<file path="src/rtl/alu_ctrl_pkg.sv">
// ALU control shared definitions: ALU codes, funct and class codes,
// and the mult/div sequencer state type.
package alu_ctrl_pkg;

  localparam logic [3:0] ALU_AND   = 4'b0000;
  localparam logic [3:0] ALU_OR    = 4'b0001;
  localparam logic [3:0] ALU_ADD   = 4'b0010;
  localparam logic [3:0] ALU_XOR   = 4'b0011;
  localparam logic [3:0] ALU_SLL   = 4'b0100;
  localparam logic [3:0] ALU_SUB   = 4'b0110;
  localparam logic [3:0] ALU_SLT   = 4'b0111;
  localparam logic [3:0] ALU_SRL   = 4'b1000;
  localparam logic [3:0] ALU_SRA   = 4'b1001;
  localparam logic [3:0] ALU_LUI   = 4'b1010;
  localparam logic [3:0] ALU_DIVU  = 4'b1011;
  localparam logic [3:0] ALU_NOR   = 4'b1100;
  localparam logic [3:0] ALU_MULT  = 4'b1101;
  localparam logic [3:0] ALU_MULTU = 4'b1110;
  localparam logic [3:0] ALU_DIV   = 4'b1111;

  localparam logic [5:0] F_SLL   = 6'b000000;
  localparam logic [5:0] F_SRL   = 6'b000010;
  localparam logic [5:0] F_SRA   = 6'b000011;
  localparam logic [5:0] F_JR    = 6'b001000;
  localparam logic [5:0] F_MFHI  = 6'b010000;
  localparam logic [5:0] F_MFLO  = 6'b010010;
  localparam logic [5:0] F_MULT  = 6'b011000;
  localparam logic [5:0] F_MULTU = 6'b011001;
  localparam logic [5:0] F_DIV   = 6'b011010;
  localparam logic [5:0] F_DIVU  = 6'b011011;
  localparam logic [5:0] F_ADD   = 6'b100000;
  localparam logic [5:0] F_SUB   = 6'b100010;
  localparam logic [5:0] F_AND   = 6'b100100;
  localparam logic [5:0] F_OR    = 6'b100101;
  localparam logic [5:0] F_XOR   = 6'b100110;
  localparam logic [5:0] F_NOR   = 6'b100111;
  localparam logic [5:0] F_SLT   = 6'b101010;

  localparam logic [2:0] AOP_ADD   = 3'b000;
  localparam logic [2:0] AOP_SUB   = 3'b001;
  localparam logic [2:0] AOP_RTYPE = 3'b010;
  localparam logic [2:0] AOP_AND   = 3'b011;
  localparam logic [2:0] AOP_OR    = 3'b100;
  localparam logic [2:0] AOP_SLT   = 3'b101;
  localparam logic [2:0] AOP_XOR   = 3'b110;
  localparam logic [2:0] AOP_LUI   = 3'b111;

  localparam logic [1:0] HILO_NONE = 2'b00;
  localparam logic [1:0] HILO_HI   = 2'b01;
  localparam logic [1:0] HILO_LO   = 2'b10;

  typedef enum logic [0:0] {
    IDLE   = 1'b0,
    MD_RUN = 1'b1
  } md_state_e;

endpackage

</file>
<file path="src/rtl/md_seq_counter.sv">
// Mult/div occupancy sequencer: launches a pulse and holds busy/stall
// for a fixed cycle count chosen by operation kind.
module md_seq_counter
  import alu_ctrl_pkg::*;
#(
  parameter int MUL_CYCLES = 4,
  parameter int DIV_CYCLES = 32
) (
  input  logic clk,
  input  logic rst_n,
  input  logic start,
  input  logic is_div,
  output logic md_start,
  output logic md_busy,
  output logic stall
);

  localparam int MAXC = (MUL_CYCLES > DIV_CYCLES) ? MUL_CYCLES : DIV_CYCLES;
  localparam int CW = $clog2(MAXC + 1);
  localparam logic [CW-1:0] MUL_LD = CW'(MUL_CYCLES - 1);
  localparam logic [CW-1:0] DIV_LD = CW'(DIV_CYCLES - 1);

  md_state_e state;
  logic [CW-1:0] cnt;

  always_ff @(posedge clk or negedge rst_n) begin
    if (!rst_n) begin
      state    <= IDLE;
      cnt      <= '0;
      md_start <= 1'b0;
      md_busy  <= 1'b0;
      stall    <= 1'b0;
    end else begin
      md_start <= 1'b0;
      case (state)
        IDLE: begin
          if (start) begin
            state    <= MD_RUN;
            cnt      <= is_div ? DIV_LD : MUL_LD;
            md_start <= 1'b1;
            md_busy  <= 1'b1;
            stall    <= 1'b1;
          end
        end
        MD_RUN: begin
          // busy spans the load edge plus cnt further edges
          if (cnt == '0) begin
            state   <= IDLE;
            md_busy <= 1'b0;
            stall   <= 1'b0;
          end else begin
            cnt <= cnt - 1'b1;
          end
        end
        default: state <= IDLE;
      endcase
    end
  end

endmodule

</file>
<file path="src/rtl/alu_control_seq.sv">
// Registered ALU control decoder with jr pulse, HI/LO select and
// mult/div sequencing that stalls upstream while the unit is busy.
module alu_control_seq
  import alu_ctrl_pkg::*;
#(
  parameter int ALUOP_W    = 3,
  parameter int FUNCT_W    = 6,
  parameter int SIG_W      = 4,
  parameter int MUL_CYCLES = 4,
  parameter int DIV_CYCLES = 32
) (
  input  logic               Clk,
  input  logic               Rst_N,
  input  logic               Valid_In,
  input  logic [ALUOP_W-1:0] Alu_OP,
  input  logic [FUNCT_W-1:0] Inst_5_0,
  output logic [SIG_W-1:0]   Alu_Signal,
  output logic               Valid_Out,
  output logic               JR_Signal,
  output logic [1:0]         Hilo_Sel,
  output logic               MD_Start,
  output logic               MD_Busy,
  output logic               Stall,
  output logic               Illegal
);

  logic       accept;
  logic [3:0] dec_sig;
  logic [1:0] dec_hilo;
  logic       dec_jr;
  logic       dec_md;
  logic       dec_div;
  logic       dec_ill;

  assign accept = Valid_In & ~Stall;

  always_comb begin
    dec_sig  = ALU_ADD;
    dec_hilo = HILO_NONE;
    dec_jr   = 1'b0;
    dec_md   = 1'b0;
    dec_div  = 1'b0;
    dec_ill  = 1'b0;
    case (Alu_OP)
      ALUOP_W'(AOP_ADD): dec_sig = ALU_ADD;
      ALUOP_W'(AOP_SUB): dec_sig = ALU_SUB;
      ALUOP_W'(AOP_AND): dec_sig = ALU_AND;
      ALUOP_W'(AOP_OR):  dec_sig = ALU_OR;
      ALUOP_W'(AOP_SLT): dec_sig = ALU_SLT;
      ALUOP_W'(AOP_XOR): dec_sig = ALU_XOR;
      ALUOP_W'(AOP_LUI): dec_sig = ALU_LUI;
      ALUOP_W'(AOP_RTYPE): begin
        case (Inst_5_0)
          FUNCT_W'(F_ADD):  dec_sig = ALU_ADD;
          FUNCT_W'(F_SUB):  dec_sig = ALU_SUB;
          FUNCT_W'(F_AND):  dec_sig = ALU_AND;
          FUNCT_W'(F_OR):   dec_sig = ALU_OR;
          FUNCT_W'(F_SLT):  dec_sig = ALU_SLT;
          FUNCT_W'(F_XOR):  dec_sig = ALU_XOR;
          FUNCT_W'(F_NOR):  dec_sig = ALU_NOR;
          FUNCT_W'(F_SLL):  dec_sig = ALU_SLL;
          FUNCT_W'(F_SRL):  dec_sig = ALU_SRL;
          FUNCT_W'(F_SRA):  dec_sig = ALU_SRA;
          FUNCT_W'(F_MULT): begin
            dec_sig = ALU_MULT;
            dec_md  = 1'b1;
          end
          FUNCT_W'(F_MULTU): begin
            dec_sig = ALU_MULTU;
            dec_md  = 1'b1;
          end
          FUNCT_W'(F_DIV): begin
            dec_sig = ALU_DIV;
            dec_md  = 1'b1;
            dec_div = 1'b1;
          end
          FUNCT_W'(F_DIVU): begin
            dec_sig = ALU_DIVU;
            dec_md  = 1'b1;
            dec_div = 1'b1;
          end
          FUNCT_W'(F_MFHI): dec_hilo = HILO_HI;
          FUNCT_W'(F_MFLO): dec_hilo = HILO_LO;
          FUNCT_W'(F_JR):   dec_jr = 1'b1;
          default:          dec_ill = 1'b1;
        endcase
      end
      default: dec_sig = ALU_ADD;
    endcase
  end

  always_ff @(posedge Clk or negedge Rst_N) begin
    if (!Rst_N) begin
      Alu_Signal <= '0;
      Valid_Out  <= 1'b0;
      JR_Signal  <= 1'b0;
      Hilo_Sel   <= HILO_NONE;
      Illegal    <= 1'b0;
    end else begin
      Valid_Out <= accept;
      JR_Signal <= accept & dec_jr;
      Illegal   <= accept & dec_ill;
      // jr keeps the previous ALU code; illegal keeps code and select
      if (accept && !dec_ill) begin
        Hilo_Sel <= dec_hilo;
        if (!dec_jr) Alu_Signal <= SIG_W'(dec_sig);
      end
    end
  end

  md_seq_counter #(
    .MUL_CYCLES(MUL_CYCLES),
    .DIV_CYCLES(DIV_CYCLES)
  ) u_md (
    .clk     (Clk),
    .rst_n   (Rst_N),
    .start   (accept & dec_md),
    .is_div  (dec_div),
    .md_start(MD_Start),
    .md_busy (MD_Busy),
    .stall   (Stall)
  );

endmodule

</file>
<file path="config.mk">
export PLATFORM = sky130hd
export DESIGN_NAME = alu_control_seq
export DESIGN_NICKNAME = d
export VERILOG_FILES = /design/src/rtl/alu_ctrl_pkg.sv /design/src/rtl/md_seq_counter.sv /design/src/rtl/alu_control_seq.sv
export SDC_FILE = /design/constraint.sdc
export NUM_CORES = 1
export LEC_CHECK = 0
export ABC_AREA = 1
export BUFFER_PORTS_ARGS = -buffer_cell sky130_fd_sc_hd__buf_2
export CAP_MARGIN = 20
export CORE_ASPECT_RATIO = 1.25
export CORE_MARGIN = 1.5
export CORE_UTILIZATION = 48
export DETAILED_ROUTE_END_ITERATION = 10
export PLACE_DENSITY = 0.75
export SYNTH_ARGS = -nofsm -noshare
export SYNTH_HDL_FRONTEND = slang
export SYNTH_SLANG_ARGS = --single-unit
</file>
<file path="constraint.sdc">
create_clock -name Clk -period 1.4 [get_ports Clk]
set_input_delay 0.35 -clock Clk [delete_from_list [all_inputs] [get_ports Clk]]
set_output_delay 0.35 -clock Clk [all_outputs]
set_load 0.1 [all_outputs]
</file>
# Yosys cells after proc, flatten, opt, wreduce, memory -nomap -nowiden
# Index checks and enable logic that the tools add are counted.
# Widths: inputs -> output; s select.
# totals
reg_bits	18
out_inout_bits	12
elab_cells	77
# op_classes
bitwise	7
muxes	23
n_addsub	1
n_reduce_logical	11
eq_ne	26
# op_table
operator	count
$pmux 4 s13	1
$eq 6x6->1 const B	7
$eq 6x5->1 const B	6
$pmux 4 s8	1
$reduce_or 17->1	1
$mux 1	13
$eq 3x3->1 const B	4
$eq 6x2->1 const B	2
$logic_not 6->1	2
$mux 6	2
$pmux 6 s2	1
$eq 3x2->1 const B	2
$eq 6x4->1 const B	1
$reduce_and 2->1	3
$sub 6x1->6 const B	1
$mux 5	1
$and 1x1->1	4
$ne 2x2->1 const B	2
$pmux 1 s2	2
$pmux 2 s2	1
$reduce_or 4->1	1
$eq 3x1->1 const B	1
$logic_not 3->1	1
$not 1->1	3
5 further kinds	5

# Longest topological paths before layout
# Gate-level depths: netlist (run 1).
# logic_depth
depth_word	7
mapped_depth	12
depth_no_buf	12

# Modules after synthesis
# Synthesis (run 1) repeated with hierarchy kept, for this count alone.
# hier_totals
hier_cells	179
area_unflattened_um2	1275.0
# modules_own_cells
mod	cells_per_inst	seq_area_each_um2	area_each_um2	n_inst
alu_control_seq	111	225.2	737.0	1
md_seq_counter	68	225.2	538.0	1

# Least setup slack after synthesis (run 1)
# No wires, ideal clock.
# synth_path
path_type	register to register
from	register u_md.stall
to	register u_md.cnt[0]
path_slack_ns	-0.313
path_stages_with_launch	9
required_time_ns	1.277
synth_period_minus_slack_ns	1.713
t_arrival_ns	1.590
cell_sequence	dfrtp_1 inv_1 nand2_1 nor2_2 nand3_2 nand2_2 buf_6 o21ai_1 o21ai_1
# synth_via
elab_chain_len	5
# synth_rtl
item	line_no	source
start: declaration	md_seq_counter.sv:15	output logic stall
start signal: assignment	md_seq_counter.sv:32	stall <= 1'b0;
start signal: assignment	md_seq_counter.sv:42	stall <= 1'b1;
start signal: assignment	md_seq_counter.sv:50	stall <= 1'b0;
$not 1->1	alu_control_seq.sv:35	assign accept = Valid_In & ~Stall;
$and 1x1->1	alu_control_seq.sv:35	
$and 1x1->1	alu_control_seq.sv:117	.start (accept & dec_md),
$ne 2x1->1 (no line)	-	
$reduce_and 2->1 (no line)	-	
end signal: assignment	md_seq_counter.sv:39	cnt <= is_div ? DIV_LD : MUL_LD;
end signal: assignment	md_seq_counter.sv:52	cnt <= cnt - 1'b1;
end: declaration	md_seq_counter.sv:24	logic [CW-1:0] cnt;
# No other way between the ends.
# A chain may end at the register's enable or synchronous reset.

# Worst setup path after layout (run 1)
# layout_path
from	register u_md.cnt[1]
to	register u_md.cnt[4]
# layout_via
elab_chain_len	3
word_cells_on_any_way	6
# layout_rtl
item	line_no
$sub 6x1->6 / $logic_not 6->1 (equally long branches)	md_seq_counter.sv:52, md_seq_counter.sv:47
$mux 6 / $ne 2x2->1 (equally long branches)	-
$pmux 6 s2 / $reduce_and 2->1 (equally long branches)	-
# Parallel ways exist; a longest one is shown, timed or not. The select of a mux whose other input is x is not followed.

==> results of run 1 <==
-- metal layers --
| layer | track usage [%] | up-vias |
|---|---|---|
| met3 | 2.80 | 12 |
| met1 | 27.6 | 608 |
| met5 | 0 | - |
| li1 | - | 614 |
| met2 | 49.3 | 48 |
| met4 | 15.9 | 0 |
-- where the power goes --
| group | internal, mW | leakage [nW] | switching [mW] |
|---|---|---|---|
| combinational | 0.0681 | 0.664 | 0.0933 |
| clock | 0.159 | 0.0210 | 0.163 |
| sequential | 0.519 | 0.226 | 0 |
-- Yosys cell counts (all sizes together) --
cell type / n / share of area (%)
buf: 2 / 1.6
a21oi: 2 / 0.86
nor2: 25 / 11
o22ai: 1 / 0.54
o211ai: 1 / 0.64
xor2: 3 / 2.2
nand3: 16 / 9.8
nor3: 4 / 2.7
inv: 23 / 7.4
nand4: 4 / 2.1
nand2: 39 / 14
o21ai: 11 / 4.7
nand3b: 1 / 0.64
o211a: 1 / 0.86
a31oi: 4 / 2.1
dfrtp: 18 / 39
ha: 1 / 1.1
-- path summary, 6_finish.rpt --
check	startpoint	end	cells past startpoint
worst min register to register	Hilo_Sel[0]	Hilo_Sel[0]	2
min in group asynchronous	Rst_N	u_md.cnt[5]	2
worst max register to register	u_md.cnt[1]	u_md.cnt[4]	9
worst min-delay path	Valid_In	JR_Signal	3
max in group asynchronous	Rst_N	u_md.stall	2
worst max-delay path	u_md.cnt[1]	u_md.cnt[4]	9
-- state kept, by name, indices dropped and copies added, names as in the netlist --
name,cells
u_md.cnt,6
Alu_Signal,4
Hilo_Sel,2
Illegal,1
JR_Signal,1
Valid_Out,1
u_md.md_start,1
u_md.stall,1
u_md.state,1
-- per-stage QoR --
stage          cells  total power [mW]
3_3_place_gp     231             0.680
6_report         242              1.00
3_5_place_dp     231             0.687
4_1_cts          241              1.01
5_1_grt          242              1.05
2_1_floorplan    156             0.594
-- worst max-delay path, delay by kind of cell, from the launching register on --
kind,cells,cell delay [ps]
compound gates,1,40
flops,1,420
simple gates,5,690
fa+ha+maj,1,140
buf+inv,2,140
-- kinds of logic after synthesis --
family | Yosys count
flops | 18
simple gates | 89
buf+inv | 25
xor+xnor | 3
fa+ha+maj | 1
compound gates | 20
-- cell type report --
cell class | instances | area share, %
clock buffers | 4 | 2.01
inverters | 23 | 4.79
multi-input cells | 114 | 38.5
flip-flops and latches | 18 | 25.2
well taps | 31 | 2.15
repair buffers | 52 | 27.4
-- repair_timing --
item	CTS	global route
buffers inserted	4	1
gates cloned	1	0
endpoints found under the setup margin	10	8
pin swaps	5	6
hold buffers	1	0
gates resized for setup	14	9
endpoints found under the hold margin	18	0
==> flow_summary.json, run 1 <==
{
  "status": "complete, but fails checks",
  "violations": "setup timing",
  "final_layout_size_suffix_gt1_share_pct": 43.1,
  "synthXorXnorAreaFrac_pct": 2.25,
  "port_buffers": 23,
  "clock.fmax_mhz": 646,
  "routedWlPerCell_um": 14.0,
  "hp-class": "in2reg",
  "slowest_stage": "dfrtp_1",
  "ys_types": 27,
  "fin_nets": 225,
  "grt_pass1_wl_um": 5290,
  "ys_ff_latch": 18,
  "place.gp.congestion": 0.934,
  "routed_via_density": 5.30,
  "placed_cell_area_mm2": 0.00163,
  "drc": 0,
  "crit_arrival_ps": 1740,
  "p_leak_nw": 0.912,
  "yosys_warnings": 0,
  "met3_length_um": 104,
  "hold_ws_ps": 336,
  "finalMaxSlewViolations": 0,
  "routed_wl_um": 3380,
  "seq_area_um2": 454,
  "worstPathRequired_ps": 1590,
  "fin_util_pct": 79.9,
  "period_needed_ps": 1550,
  "grt_start_max_net_pins": 19,
  "cp-end-kind": "flip-flop",
  "clock-sinks": 18,
  "synthMuxAreaShare_pct": 0,
  "synth-adder-area-share_pct": 1.07,
  "reg2reg_setup_slack_ps": -150,
  "die_area_mm2": 0.00274,
  "power.density_mw_per_mm2": 556,
  "cap_violations": 0,
  "seq_area_frac_synth_pct": 38.5,
  "num_vias": 1282,
  "dr.pass1.iters": 4,
  "synth-simple-area-share_pct": 39.5,
  "fin_ws_ps": -148,
  "synth_fp_nets": 169,
  "final_cell_mix": "nand2_1 (34), buf_4 (29), dfrtp_1 (17)",
  "finalHoldViolCount": 0,
  "postLayoutCellArea_mm2": 0.00180,
  "m1WireLength_um": 1280,
  "grt.total_usage_pct": 27.0,
  "ctsRootBufferMaster": "clkbuf_4",
  "clk-insertion-delay-late_ps": 300,
  "dp_hpwl_um": 2350,
  "ios": 24,
  "grt.overflow.total": 0,
  "tightestPinTransition_ps": 408,
  "irDropWorstVdd_v": 0.000392,
  "coreArea_mm2": 0.00226,
  "die_w_um": 47.2,
  "placementRows": 19,
  "final_common_cell": "nand2_1",
  "first_iter_violations": 43,
  "wl_met2_um": 1910,
  "insertedDiodeCount": 0,
  "htree_num_levels": 1,
  "netlist_instances": 156,
  "crit_type": "reg2reg",
  "fp.dieH_um": 58.2,
  "initial_core_util_pct": 51.8,
  "dp_slack_ps": -185,
  "syn_to_final_growth_pct": 54.2,
  "slowest_delay_ps": 420,
  "slew_headroom_pct": 72.8,
  "antenna_left": 0,
  "avgSynthCellArea_um2": 7.50,
  "synth_top_family_by_area": "simple AND/OR/NAND/NOR gates",
  "netlist_area_mm2": 0.00117,
  "fin_crit_sh_pct": 111,
  "multiInputGateArea_um2": 694,
  "path_max_fanout": 6,
  "clock_skew_ps": 7.73,
  "path_clk_slew_ps": 100,
  "tns_ps": -670,
  "setup_viol_count_final": 7,
  "antenna_found_initial": 0,
  "start_kind": "flip-flop",
  "synth_compound_area_share_pct": 9.73,
  "grt_pass1_vias": 1251,
  "cts_tree": "yes",
  "cts-buffers-inserted": 3,
  "path_cells": "inv_2 -> ha_4 -> inv_2 -> nor2_4 -> nand4_1 -> nand2_2 -> nand2_4 -> nor2_4 -> a31oi_4",
  "rsz0062_at_grt": "yes",
  "fillers": 146,
  "clockBufferDepth": 2,
  "highest_layer": "met4"
}
Power figures use the tool's default switching activity.
==> run 2: changes to the inputs <==
--- a/config.mk
+++ b/config.mk
@@ -8,11 +8,10 @@
 export ABC_AREA = 1
 export BUFFER_PORTS_ARGS = -buffer_cell sky130_fd_sc_hd__buf_2
 export CAP_MARGIN = 20
-export CORE_ASPECT_RATIO = 1.25
 export CORE_MARGIN = 1.5
-export CORE_UTILIZATION = 48
+export CORE_UTILIZATION = 55
 export DETAILED_ROUTE_END_ITERATION = 10
-export PLACE_DENSITY = 0.75
+export PLACE_DENSITY = 0.81
 export SYNTH_ARGS = -nofsm -noshare
 export SYNTH_HDL_FRONTEND = slang
 export SYNTH_SLANG_ARGS = --single-unit
==> constraint.sdc (replaced) <==
create_clock -name Clk -period 1.9 [get_ports Clk]
set_input_delay 0.475 -clock Clk [delete_from_list [all_inputs] [get_ports Clk]]
set_output_delay 0.475 -clock Clk [all_outputs]
set_load 0.1 [all_outputs]
==> run 2 against run 1 <==
Compared with the run above:
- the run now ends clean
- via count is 14% lower
- worst hold slack worse by 240 ps
- non-clock buffer count shrank 29
- count of clock-buffer cells in the layout decreased by 1
- die area decreased by 12%
- first-iteration DRC count is 28% higher
- critical endpoint is now Stall
- largest cell class unchanged
- highest routed layer unchanged
==> flow_summary.json, run 2 (synthesized netlist as in run 1, its figures left out) <==
{
  "switching_power_uw": 165,
  "first_iter_violations": 55,
  "grt.overflow.total": 0,
  "start_kind": "flip-flop",
  "ctsRootBufferMaster": "clkbuf_4",
  "power_switching_share_pct": 25.5,
  "coreArea_mm2": 0.00198,
  "hp-class": "in2async",
  "critPathBufInv": 1,
  "final_common_cell": "nand2_1",
  "drc": 0,
  "path_cells": "buf_2",
  "routed_via_density": 5.32,
  "final_cell_mix": "nand2_1 (36), buf_2 (23), inv_1 (19)",
  "internal_power_uw": 482,
  "cts_tree": "yes",
  "worstPathRequired_ps": 1420,
  "status": "completed",
  "postLayoutCellArea_mm2": 0.00132,
  "dp_cells": 204,
  "cap_violations": 0,
  "dr.pass1.iters": 5,
  "setup_viol_count_final": 0,
  "irDropWorstVdd_v": 0.000471,
  "grt_pass1_wl_um": 4080,
  "routed_wl_um": 2270,
  "post_cts_resized": 0,
  "power.density_mw_per_mm2": 489,
  "tns_ps": 0,
  "finalMaxSlewViolations": 0,
  "seq_power_share_pct": 59.1,
  "crit_arrival_ps": 1110,
  "cp-end-kind": "primary output",
  "antenna_left": 0,
  "placed_cell_area_mm2": 0.00130,
  "dp_hpwl_um": 1800,
  "final_layout_size_suffix_gt1_share_pct": 25.6,
  "rsz0062_at_grt": "no",
  "antenna_found_initial": 0,
  "initial_core_util_pct": 59.0,
  "path_max_fanout": 4,
  "htree_num_levels": 1,
  "top_regs": "u_md.cnt (6), Alu_Signal (4), Hilo_Sel (2)",
  "slowest_delay_ps": 440,
  "clk-insertion-delay-late_ps": 290,
  "power_uw": 647,
  "grt_pass1_vias": 1033,
  "placementRows": 16,
  "syn_to_final_growth_pct": 13.0,
  "critical_path.top_delay_family": "buffers and inverters",
  "slew_headroom_pct": 67.6,
  "slowest_stage": "buf_2",
  "fin_nets": 195,
  "die_w_um": 49.1,
  "fin_crit_sh_pct": 83.2,
  "die_area_mm2": 0.00241,
  "num_vias": 1102,
  "tightestPinTransition_ps": 489,
  "post-cts-setup-buffers": 0,
  "fin_cells": 207,
  "crit_type": "reg2out",
  "hold_buffers": 0,
  "clock_skew_ps": 2.04,
  "clock-sinks": 18,
  "power_frac_clock_pct": 27.6,
  "place.gp.congestion": 0.880,
  "clock.fmax_mhz": 632,
  "fp.dieH_um": 49.1,
  "insertedDiodeCount": 0,
  "period_needed_ps": 1580,
  "port_buffers": 23,
  "grt_start_max_net_pins": 19,
  "path_clk_slew_ps": 90,
  "grt.total_usage_pct": 21.3,
  "cts-buffers-inserted": 3,
  "routedWlPerCell_um": 11.0,
  "top_register": "u_md.cnt",
  "p_leak_nw": 0.726,
  "ios": 24,
  "finalHoldViolCount": 0,
  "pwr-share-comb_pct": 13.3,
  "largest_reg_flops": 6,
  "clockBufferDepth": 2
}
## run 2: changes by cell type in the layout (fill, tap and decap cells not counted), sizes merged
cell and delta:
nand2 -1, dlygate4sd3 -1, buf -28, clkbuf -1
## run 2: worst paths after layout
kind	from	end	slack, ps	depth (start not counted)
max in group asynchronous	Rst_N	u_md.cnt[2]	1540	1
hold reg to reg	Alu_Signal[1]	Alu_Signal[1]	490	2
min in group Clk	Alu_Signal[1]	Alu_Signal[1]	490	2
setup reg to reg	u_md.cnt[0]	u_md.cnt[3]	340	9
hold / removal	Rst_N	Hilo_Sel[1]	90	1
setup / recovery	u_md.stall	Stall	320	1
## run 2: final cells by class
cell class                 instances  area [um^2]
inverter                          23         86.3
sequential                        18          450
timing repair buffer              23          115
clock buffer                       3         22.5
multi-input combinational        113          614
fill                             166          659
tap                               27         33.8
## run 2: power groups by stage
stage	clock network [mW]	registers (mW)	logic, mW
floorplan	0	0.390	0.0471
global placement	0	0.390	0.0833
detailed placement	0	0.390	0.0855
CTS	0.188	0.383	0.0858
global route	0.199	0.383	0.0973
finish	0.179	0.383	0.0859
## run 2: per-stage QoR
step / utilization, % / hold WS, ps / setup WS [ps]
4_1_cts: 66.7 / 100 / 298
5_1_grt: 66.7 / 114 / 110
3_3_place_gp: 65.6 / 415 / 131
2_1_floorplan: - / 179 / 74.2
3_5_place_dp: 65.6 / 420 / 115
6_report: 66.7 / 92.5 / 318
## run 2: layer usage
layer / up-vias / track usage [%] / routed length [um]
met5: - / 0 / 0
met4: 0 / 6.67 / 28
met3: 7 / 4.60 / 192
met2: 57 / 34.0 / 982
met1: 487 / 28.8 / 1070
li1: 551 / - / -
==> run 3: changes to the inputs <==
--- a/config.mk
+++ b/config.mk
@@ -9,9 +9,9 @@
 export BUFFER_PORTS_ARGS = -buffer_cell sky130_fd_sc_hd__buf_2
 export CAP_MARGIN = 20
 export CORE_MARGIN = 1.5
-export CORE_UTILIZATION = 55
+export CORE_UTILIZATION = 53
 export DETAILED_ROUTE_END_ITERATION = 10
-export PLACE_DENSITY = 0.81
+export PLACE_DENSITY = 0.79
 export SYNTH_ARGS = -nofsm -noshare
 export SYNTH_HDL_FRONTEND = slang
 export SYNTH_SLANG_ARGS = --single-unit
==> constraint.sdc (replaced) <==
create_clock -name Clk -period 1.58 [get_ports Clk]
set_input_delay 0.395 -clock Clk [delete_from_list [all_inputs] [get_ports Clk]]
set_output_delay 0.395 -clock Clk [all_outputs]
set_load 0.1 [all_outputs]
==> run 3 against run 2 <==
Compared with the run above:
- register-to-register slack got worse by 250 ps
- power rose by 30%
- utilization rose by 1.3 points
- worst hold slack got worse by 87 ps
- global-route usage rose by 0.94 points
==> flow_summary.json, run 3 (synthesized netlist as in run 1, its figures left out) <==
{
  "status": "completed",
  "place.gp.congestion": 0.851,
  "antenna_found_initial": 0,
  "clock.fmax_mhz": 661,
  "crit_arrival_ps": 1120,
  "finalMaxSlewViolations": 0,
  "finalHoldViolCount": 0,
  "slew_headroom_pct": 67.8,
  "drc": 0,
  "path_max_fanout": 4,
  "clk-insertion-delay-late_ps": 290,
  "p_leak_nw": 0.745,
  "coreArea_mm2": 0.00202,
  "critical_path.top_delay_family": "buffers and inverters",
  "dp_hpwl_um": 1990,
  "die_w_um": 50.0,
  "routed_via_density": 5.41,
  "die_area_mm2": 0.00250,
  "final_cell_mix": "nand2_1 (35), buf_2 (23), inv_1 (18)",
  "cts_tree": "yes",
  "start_kind": "flip-flop",
  "port_buffers": 23,
  "worstPathRequired_ps": 1180,
  "grt.total_usage_pct": 22.2,
  "fp.dieH_um": 50.0,
  "largest_reg_flops": 6,
  "tightestPinTransition_ps": 487,
  "fin_crit_sh_pct": 95.7,
  "ctsRootBufferMaster": "clkbuf_4",
  "slowest_delay_ps": 430,
  "clockBufferDepth": 2,
  "final_common_cell": "nand2_1",
  "critPathBufInv": 1,
  "grt.overflow.total": 0,
  "path_cells": "buf_2",
  "period_needed_ps": 1510,
  "top_regs": "u_md.cnt (6), Alu_Signal (4), Hilo_Sel (2)",
  "fin_nets": 198,
  "antenna_left": 0,
  "reg2reg_setup_slack_ps": 90,
  "power.density_mw_per_mm2": 614,
  "fin_ws_ps": 68.0,
  "initial_core_util_pct": 57.9,
  "cap_violations": 0,
  "top_register": "u_md.cnt",
  "routedWlPerCell_um": 11.8,
  "routed_wl_um": 2490,
  "hp-class": "in2async",
  "cts-buffers-inserted": 3,
  "htree_num_levels": 1,
  "clock-sinks": 18,
  "slowest_stage": "buf_2",
  "num_vias": 1142,
  "grt_pass1_wl_um": 4440,
  "cp-end-kind": "primary output",
  "grt_pass1_vias": 1056,
  "ios": 24,
  "irDropWorstVdd_v": 0.000399,
  "placementRows": 16,
  "insertedDiodeCount": 0,
  "crit_type": "reg2out",
  "first_iter_violations": 22,
  "syn_to_final_growth_pct": 17.5,
  "clock_skew_ps": 4.43,
  "hold_buffers": 0,
  "path_clk_slew_ps": 100,
  "setup_viol_count_final": 0,
  "grt_start_max_net_pins": 19,
  "dp_slack_ps": -103,
  "power_uw": 844,
  "dr.pass1.iters": 4,
  "final_layout_size_suffix_gt1_share_pct": 29.3
}
==> run 3: path summary, 6_finish.rpt <==
path	startpoint	to	cells past startpoint
worst max-delay path	u_md.stall	MD_Busy	1
worst min-delay path	Rst_N	u_md.cnt[5]	1
worst max register to register	u_md.cnt[1]	u_md.cnt[0]	9
worst min register to register	Alu_Signal[1]	Alu_Signal[1]	2
max in group asynchronous	Rst_N	u_md.stall	1
min in group Clk	Valid_In	Illegal	3
==> run 3: cell type report <==
class / count / area [um^2]
fill: 175 / 647
timing repair buffer: 26 / 138
tap: 27 / 33.8
inverter: 23 / 86.3
multi-input combinational: 113 / 629
clock buffer: 4 / 36.3
sequential: 18 / 452
==> run 3: power breakdown <==
part           internal, mW  leakage (nW)  switching [mW]  total [mW]
Clock                 0.140        0.0210           0.136       0.276
Combinational        0.0338         0.499          0.0733       0.107
Sequential            0.460         0.226               0       0.460
==> run 3: through the flow <==
stage	setup TNS, ps	area, um^2	std cells	hold WS [ps]	util [%]
CTS	0	1360	210	23.7	67.0
detailed placement	-397	1320	206	337	65.1
floorplan	0	1170	156	99.4	-
finish	0	1380	211	5.66	68.0
global placement	0	1320	206	330	65.1
global route	-38.7	1380	211	34.3	68.0
==> run 3: metal layers <==
| metal | routed length [um] | vias up | global-route usage [%] |
|---|---|---|---|
| met5 | 0 | - | 0 |
| met3 | 105 | 4 | 2.12 |
| met1 | 1130 | 537 | 30.2 |
| met2 | 1220 | 37 | 37.1 |
| li1 | - | 564 | - |
| met4 | 29 | 0 | 6.94 |
==> run 3: repair_timing <==
action,4_1_cts,5_1_grt
pin swaps,0,1
setup endpoints to repair,2,6
setup buffers,0,1
resized for setup,1,4
